===== config.mk =====
export PLATFORM = sky130hd
export DESIGN_NAME = branch_predictor
export DESIGN_NICKNAME = d
export VERILOG_FILES = /design/src/rtl/bp_pkg.sv /design/src/rtl/sat_counter.sv /design/src/rtl/branch_predictor.sv
export SDC_FILE = /design/constraint.sdc
export NUM_CORES = 1
export LEC_CHECK = 0
export ABC_AREA = 1
export BUFFER_PORTS_ARGS = -buffer_cell sky130_fd_sc_hd__buf_2
export CAP_MARGIN = 20
export CORE_MARGIN = 2
export CORE_UTILIZATION = 34
export CTS_BUF_LIST = sky130_fd_sc_hd__clkbuf_2
export DETAILED_ROUTE_END_ITERATION = 7
export PLACE_DENSITY_LB_ADDON = 0.08
export RECOVER_POWER = 100
export SYNTH_ARGS = -nofsm -noshare
export SYNTH_HDL_FRONTEND = slang
export SYNTH_SLANG_ARGS = --single-unit

===== constraint.sdc =====
create_clock -name clk -period 2.75 [get_ports clk]
set_input_delay 0.275 -clock clk [delete_from_list [all_inputs] [get_ports clk]]
set_output_delay 0.275 -clock clk [all_outputs]
set_load 0.02 [all_outputs]

===== src/rtl/bp_pkg.sv =====
// rtl/bp_pkg.sv - shared types, constants and index/tag helpers for the branch predictor
package bp_pkg;

    // Direction-counter seeds for a 2-bit counter; wider counters scale these up.
    localparam logic [1:0] CNT_WEAK_NT = 2'b01;
    localparam logic [1:0] CNT_WEAK_T  = 2'b10;

    // The tag field is sized for the widest legal tag.
    // Bits above TAG_W are always written as zero.
    typedef struct packed {
        logic        valid;
        logic        is_jump;
        logic [29:0] tag;
        logic [29:0] target;
    } btb_entry_t;

    // Table index: word-address bits just above the byte offset.
    function automatic logic [31:0] bp_idx(input logic [31:0] pc, input int idx_w);
        return (pc >> 2) & ((32'd1 << idx_w) - 32'd1);
    endfunction

    // Tag: the tag_w bits directly above the index.
    function automatic logic [29:0] bp_tag(input logic [31:0] pc, input int idx_w, input int tag_w);
        return 30'((pc >> (idx_w + 2)) & ((32'd1 << tag_w) - 32'd1));
    endfunction

endpackage


===== src/rtl/sat_counter.sv =====
// rtl/sat_counter.sv - next-state logic for an up/down saturating counter
module sat_counter #(
    parameter int W = 2
) (
    input  logic [W-1:0] cur,
    input  logic         en,
    input  logic         up,
    output logic [W-1:0] nxt
);

    // Step toward all-ones or zero, holding at either end.
    always_comb begin
        nxt = cur;
        if (en) begin
            if (up && cur != '1) begin
                nxt = cur + W'(1);
            end else if (!up && cur != '0) begin
                nxt = cur - W'(1);
            end
        end
    end

endmodule


===== src/rtl/branch_predictor.sv =====
// rtl/branch_predictor.sv - direct-mapped BTB with 2-bit direction counters and mispredict stats
module branch_predictor
    import bp_pkg::*;
#(
    parameter int ENTRIES = 16,
    parameter int TAG_W   = 8,
    parameter int CNT_W   = 2,
    parameter int STAT_W  = 32
) (
    input  logic              clk,
    input  logic              rst,
    input  logic [31:0]       if_pc,
    output logic              pred_taken,
    output logic [31:0]       pred_target,
    input  logic              upd_valid,
    input  logic [31:0]       upd_pc,
    input  logic              upd_is_jump,
    input  logic              upd_taken,
    input  logic [31:0]       upd_target,
    input  logic              upd_pred_taken,
    input  logic [31:0]       upd_pred_target,
    input  logic              flush_all,
    output logic              mispredict,
    output logic [31:0]       redirect_pc,
    output logic [STAT_W-1:0] stat_branches,
    output logic [STAT_W-1:0] stat_mispredicts
);

    localparam int IDX_W = $clog2(ENTRIES);

    // Scale the 2-bit seeds so that the MSB still carries the taken/not-taken split.
    localparam logic [CNT_W-1:0] WEAK_T  = CNT_W'(CNT_WEAK_T) << (CNT_W - 2);
    localparam logic [CNT_W-1:0] WEAK_NT = (CNT_W'(CNT_WEAK_NT) << (CNT_W - 2))
                                         | ((CNT_W'(1) << (CNT_W - 2)) - CNT_W'(1));

    btb_entry_t       table_q [ENTRIES];
    logic [CNT_W-1:0] cnt_q   [ENTRIES];

    logic [IDX_W-1:0] lk_idx;
    logic [IDX_W-1:0] up_idx;
    logic [29:0]      up_tag;
    logic             lk_hit;
    logic             up_hit;
    logic [CNT_W-1:0] dir_nxt;
    logic [STAT_W-1:0] br_nxt;
    logic [STAT_W-1:0] mp_nxt;

    // Fetch-side lookup reads the registered table only, so a same-cycle update is not bypassed.
    always_comb begin
        lk_idx      = IDX_W'(bp_idx(if_pc, IDX_W));
        lk_hit      = table_q[lk_idx].valid && (table_q[lk_idx].tag == bp_tag(if_pc, IDX_W, TAG_W));
        pred_taken  = lk_hit && (table_q[lk_idx].is_jump || cnt_q[lk_idx][CNT_W-1]);
        pred_target = pred_taken ? {table_q[lk_idx].target, 2'b00} : if_pc + 32'd4;
    end

    // Resolve-side check of the prediction that travelled with the instruction.
    always_comb begin
        up_idx      = IDX_W'(bp_idx(upd_pc, IDX_W));
        up_tag      = bp_tag(upd_pc, IDX_W, TAG_W);
        up_hit      = table_q[up_idx].valid && (table_q[up_idx].tag == up_tag);
        mispredict  = rst && upd_valid &&
                      ((upd_pred_taken != upd_taken) ||
                       (upd_taken && (upd_pred_target != upd_target)));
        redirect_pc = upd_taken ? upd_target : upd_pc + 32'd4;
    end

    // Jumps never train the counter; their direction is implied by is_jump.
    sat_counter #(.W(CNT_W)) u_dir_cnt (
        .cur (cnt_q[up_idx]),
        .en  (up_hit && !upd_is_jump),
        .up  (upd_taken),
        .nxt (dir_nxt)
    );

    sat_counter #(.W(STAT_W)) u_br_cnt (
        .cur (stat_branches),
        .en  (upd_valid),
        .up  (1'b1),
        .nxt (br_nxt)
    );

    sat_counter #(.W(STAT_W)) u_mp_cnt (
        .cur (stat_mispredicts),
        .en  (mispredict),
        .up  (1'b1),
        .nxt (mp_nxt)
    );

    // Table maintenance: flush wins over any update arriving in the same cycle.
    always_ff @(posedge clk or negedge rst) begin
        if (!rst) begin
            for (int i = 0; i < ENTRIES; i++) begin
                table_q[i] <= '0;
                cnt_q[i]   <= WEAK_NT;
            end
        end else if (flush_all) begin
            for (int i = 0; i < ENTRIES; i++) begin
                table_q[i].valid <= 1'b0;
            end
        end else if (upd_valid) begin
            if (up_hit) begin
                cnt_q[up_idx] <= dir_nxt;
                if (upd_taken) begin
                    table_q[up_idx].target  <= upd_target[31:2];
                    table_q[up_idx].is_jump <= upd_is_jump;
                end
            end else if (upd_taken) begin
                table_q[up_idx].valid   <= 1'b1;
                table_q[up_idx].tag     <= up_tag;
                table_q[up_idx].target  <= upd_target[31:2];
                table_q[up_idx].is_jump <= upd_is_jump;
                cnt_q[up_idx]           <= WEAK_T;
            end
        end
    end

    // Statistics survive flush_all and are cleared only by reset.
    always_ff @(posedge clk or negedge rst) begin
        if (!rst) begin
            stat_branches    <= '0;
            stat_mispredicts <= '0;
        end else begin
            stat_branches    <= br_nxt;
            stat_mispredicts <= mp_nxt;
        end
    end

endmodule


==> impl_metrics.env <==
export IMPL_vdd_ir_drop_worst_v=0.0003548
export IMPL_io_buffer_count=264
export IMPL_fmaxAchievable_mhz=242.1
export IMPL_global_route_wire_length_before_repair_um=237300
export IMPL_violations="negative setup slack"
export IMPL_drive_gt1_frac=0.1836
export IMPL_ys_seq_elements=736
export IMPL_fin_worst_skew_ns=0.1363
export IMPL_post_synth_instance_area_um2=38080
export IMPL_grtUsageTotal=0.2711
export IMPL_yosysSeqAreaShare=0.4842
export IMPL_run_status="complete, but fails checks"
export IMPL_totalPowerFinal_mw=26.31
export IMPL_setup_worst_path_start_class="flop"
export IMPL_static_leakage_power_nw=22.45
export IMPL_total_half_perimeter_wirelength_after_legalization_and_detailed_placement_um=99330
export IMPL_starting_utilization_of_the_core_area=0.3436
export IMPL_finalWirelength_um=156900
export IMPL_die_h_um=338.6
export IMPL_root_buffer="sky130_fd_sc_hd__clkbuf_2"
export IMPL_power_per_cell_area_nw_per_um2=562.1
export IMPL_clk_path_buf_depth=3
export IMPL_number_of_instances_in_the_synthesized_netlist=5012
export IMPL_largest_net_degree_at_the_start_of_global_routing=169
export IMPL_met1_length_um=72040
export IMPL_num_vias=37480
export IMPL_grt_overflow=0
export IMPL_worst_setup_path_end_kind="primary output"
export IMPL_worst_hold_path_type="in2reg"
export IMPL_coreArea_um2=110800
export IMPL_grt_setup_unrepaired="yes"
export IMPL_fin_crit_sh=1.502
export IMPL_first_pass_iters=6
export IMPL_antenna_found_initial=8
export IMPL_viasPerCell=5.184
export IMPL_fp_dieW_um=338.6
export IMPL_routabilityCongestion=0.8833
export IMPL_synth_area_leader_cell="sky130_fd_sc_hd__dfrtp_1"
export IMPL_cp_data_arrival_time_ns=3.86
export IMPL_vias_in_the_first_global_route=36530
export IMPL_clkSinkCount=736
export IMPL_final_setup_viol_count=884
export IMPL_cell_variety_after_synth=46
export IMPL_timing_critical_path_required_ns=2.48
export IMPL_synth_top_cells_by_area="sky130_fd_sc_hd__dfrtp_1 (47%), sky130_fd_sc_hd__nand2_1 (14%), sky130_fd_sc_hd__o21ai_0 (13%), sky130_fd_sc_hd__nor2_1 (4.1%), sky130_fd_sc_hd__inv_1 (2.7%)"
export IMPL_clk_pin_slew_ns=0.09
export IMPL_drc=0
export IMPL_pin_count=265
export IMPL_period_needed_ns=4.131
export IMPL_cts_tree="built"
export IMPL_crit_path_max_fanout=7
export IMPL_worst_slew_pin_transition_ns=1.345
export IMPL_route_antenna_remaining_nets=0
export IMPL_criticalPathCategory="reg2out"
export IMPL_avgSynthCellArea_um2=7.597
export IMPL_synth_nets=5156
export IMPL_wl_met2_um=69140
export IMPL_hold_viol=0
export IMPL_rows=122
export IMPL_wl_per_cell_um=21.70
export IMPL_clock_tree_htree_level_count=4
export IMPL_num_nets_final=5742
export IMPL_cts_buffers_inserted=208
export IMPL_finalCoreUtilization=0.4224
export IMPL_die_outline_area_um2=114700
export IMPL_clkLatencyLatePin_ns=1.55
export IMPL_area_growth_pct=22.94
export IMPL_drv_slew=0
export IMPL_route_top_layer_used="met5"
export IMPL_maxCapViolCount=0
export IMPL_drtIter0Drc=3364
export IMPL_detailroute_wirelength_met3_um=11950
export IMPL_relSlewSlack=0.1036
export IMPL_setup_slack_ns=-1.381
export IMPL_synth_top_cell_area_share=0.4732
export IMPL_synth_yosys_warnings=0
[power breakdown]
part           internal [mW]  switching, mW
clock                   3.00           5.09
sequential              12.2          0.887
combinational           1.88           3.27
total                   17.1           9.25
[layout by cell type, fill, tap and decap left out, types with 33 or more instances in the layout]
| master | count |
|---|---|
| sky130_fd_sc_hd__o221ai_1 | 43 |
| sky130_fd_sc_hd__nand2_1 | 1345 |
| sky130_fd_sc_hd__nand2_2 | 44 |
| sky130_fd_sc_hd__nand3_1 | 190 |
| sky130_fd_sc_hd__buf_6 | 39 |
| sky130_fd_sc_hd__dfrtp_1 | 720 |
| sky130_fd_sc_hd__a21oi_1 | 101 |
| sky130_fd_sc_hd__clkbuf_1 | 67 |
| sky130_fd_sc_hd__buf_4 | 258 |
| sky130_fd_sc_hd__xor2_1 | 78 |
| sky130_fd_sc_hd__buf_2 | 155 |
| sky130_fd_sc_hd__o22ai_1 | 87 |
| sky130_fd_sc_hd__o21ai_1 | 121 |
| sky130_fd_sc_hd__nand2_4 | 33 |
| sky130_fd_sc_hd__clkinv_1 | 43 |
| sky130_fd_sc_hd__nor2_1 | 404 |
| sky130_fd_sc_hd__buf_12 | 54 |
| sky130_fd_sc_hd__o21ai_0 | 940 |
| sky130_fd_sc_hd__clkbuf_2 | 309 |
| sky130_fd_sc_hd__xnor2_1 | 40 |
| sky130_fd_sc_hd__dlygate4sd3_1 | 105 |
| sky130_fd_sc_hd__inv_1 | 262 |
| sky130_fd_sc_hd__nor3_1 | 37 |
[cells in the mapped netlist (all sizes together)]
cell	number
nand3	201
and2	2
a22o	2
xor2	79
o221ai	43
nor4b	1
ha	9
o211ai	27
dfrtp	720
xnor2	40
and3	1
nor3	44
o21a	3
a221oi	1
o2111ai	3
nand3b	3
nand4	25
inv	295
dfstp	16
nor2	429
o22ai	87
nand2	1431
clkbuf	272
nor3b	2
buf	68
a211oi	2
a211o	1
a31o	2
or2	4
nor4	19
a21oi	107
clkinv	4
o21ai	1069
[sequential cells by signal (all words and copies together), names as in the netlist]
| register | flops |
|---|---|
| cnt_q | 32 |
| stat_branches | 32 |
| stat_mispredicts | 32 |
| table_q | 640 |
[worst max-delay path, stage by stage, from the launching register on]
cell and delay, ns:
sky130_fd_sc_hd__dfrtp_1 0.40, sky130_fd_sc_hd__inv_2 0.07, sky130_fd_sc_hd__a21oi_2 0.05, sky130_fd_sc_hd__o21ai_2 0.08
sky130_fd_sc_hd__nand3_1 0.11, sky130_fd_sc_hd__nand3_2 0.09, sky130_fd_sc_hd__nand3_2 0.10, sky130_fd_sc_hd__xor2_2 0.19
sky130_fd_sc_hd__nor2_2 0.18, sky130_fd_sc_hd__nand3_1 0.11, sky130_fd_sc_hd__nor2_2 0.14, sky130_fd_sc_hd__nand2_4 0.14
sky130_fd_sc_hd__inv_8 0.11, sky130_fd_sc_hd__buf_12 0.16, sky130_fd_sc_hd__clkbuf_16 0.16, sky130_fd_sc_hd__nand2_2 0.05
sky130_fd_sc_hd__nand2_2 0.07, sky130_fd_sc_hd__buf_6 0.12
[timing repair]
action | in CTS | in global routing
hold endpoints to repair | 1472 | 273
gates resized for setup | 150 | 151
pin swaps | 26 | 60
setup endpoints to repair | 46 | 199
hold buffers | 118 | 14
cloned | 2 | 1
setup buffers | 9 | 16
[stage by stage]
| stage | hold WS (ns) | std cells | setup TNS, ns | setup slack (ns) | area, um^2 |
|---|---|---|---|---|---|
| 2_1_floorplan | -0.02059 | 5012 | 0 | 0.003206 | 38080 |
| 3_3_place_gp | 0.1733 | 6730 | -50.09 | -0.7535 | 42940 |
| 3_5_place_dp | 0.1734 | 6730 | -55.28 | -0.6813 | 42940 |
| 4_1_cts | 0.002924 | 7211 | -67.42 | -1.602 | 46600 |
| 5_1_grt | 0.01532 | 7229 | -385.76 | -1.604 | 46800 |
| 6_report | 0.05283 | 7231 | -196.31 | -1.381 | 46810 |
[final cells by class]
class | instances | area (um^2)
Antenna cell | 3 | 7.507
Clock buffer | 290 | 1451
Clock inverter | 62 | 337.8
Fill cell | 11730 | 64010
Inverter | 299 | 1151
Multi-Input combinational cell | 3637 | 17690
Sequential cell | 736 | 18440
Tap cell | 1488 | 1862
Timing Repair Buffer | 716 | 5867
[kinds of logic after synthesis]
kind of cell | Yosys count | synth area share
and+or+nand+nor | 2162 | 0.2296
AOI/OAI and AO/OA | 1347 | 0.1871
DFF | 736 | 0.4842
buffers and inverters | 639 | 0.06865
xor gates and xnor gates | 119 | 0.02737
adders and majority gates | 9 | 0.002958
[worst paths after layout]
check / from / end / slack (ns) / cells past startpoint
worst max-delay path: table_q[898] / pred_target[23] / -1.38 / 17
worst min-delay path: upd_pc[2] / table_q[929] / 0.05 / 10
worst max register to register: table_q[960] / table_q[775] / 0.03 / 19
worst min register to register: cnt_q[10] / cnt_q[10] / 0.47 / 2
max in group asynchronous: rst / table_q[773] / -0.56 / 11
min in group asynchronous: rst / table_q[556] / 1.89 / 10
[metal layers]
layer	track usage	up-vias
li1	-	17810
met1	0.3850	18080
met2	0.4173	1356
met3	0.05356	243
met4	0.07889	4
met5	0	-
(Power assumes the default switching activity.)
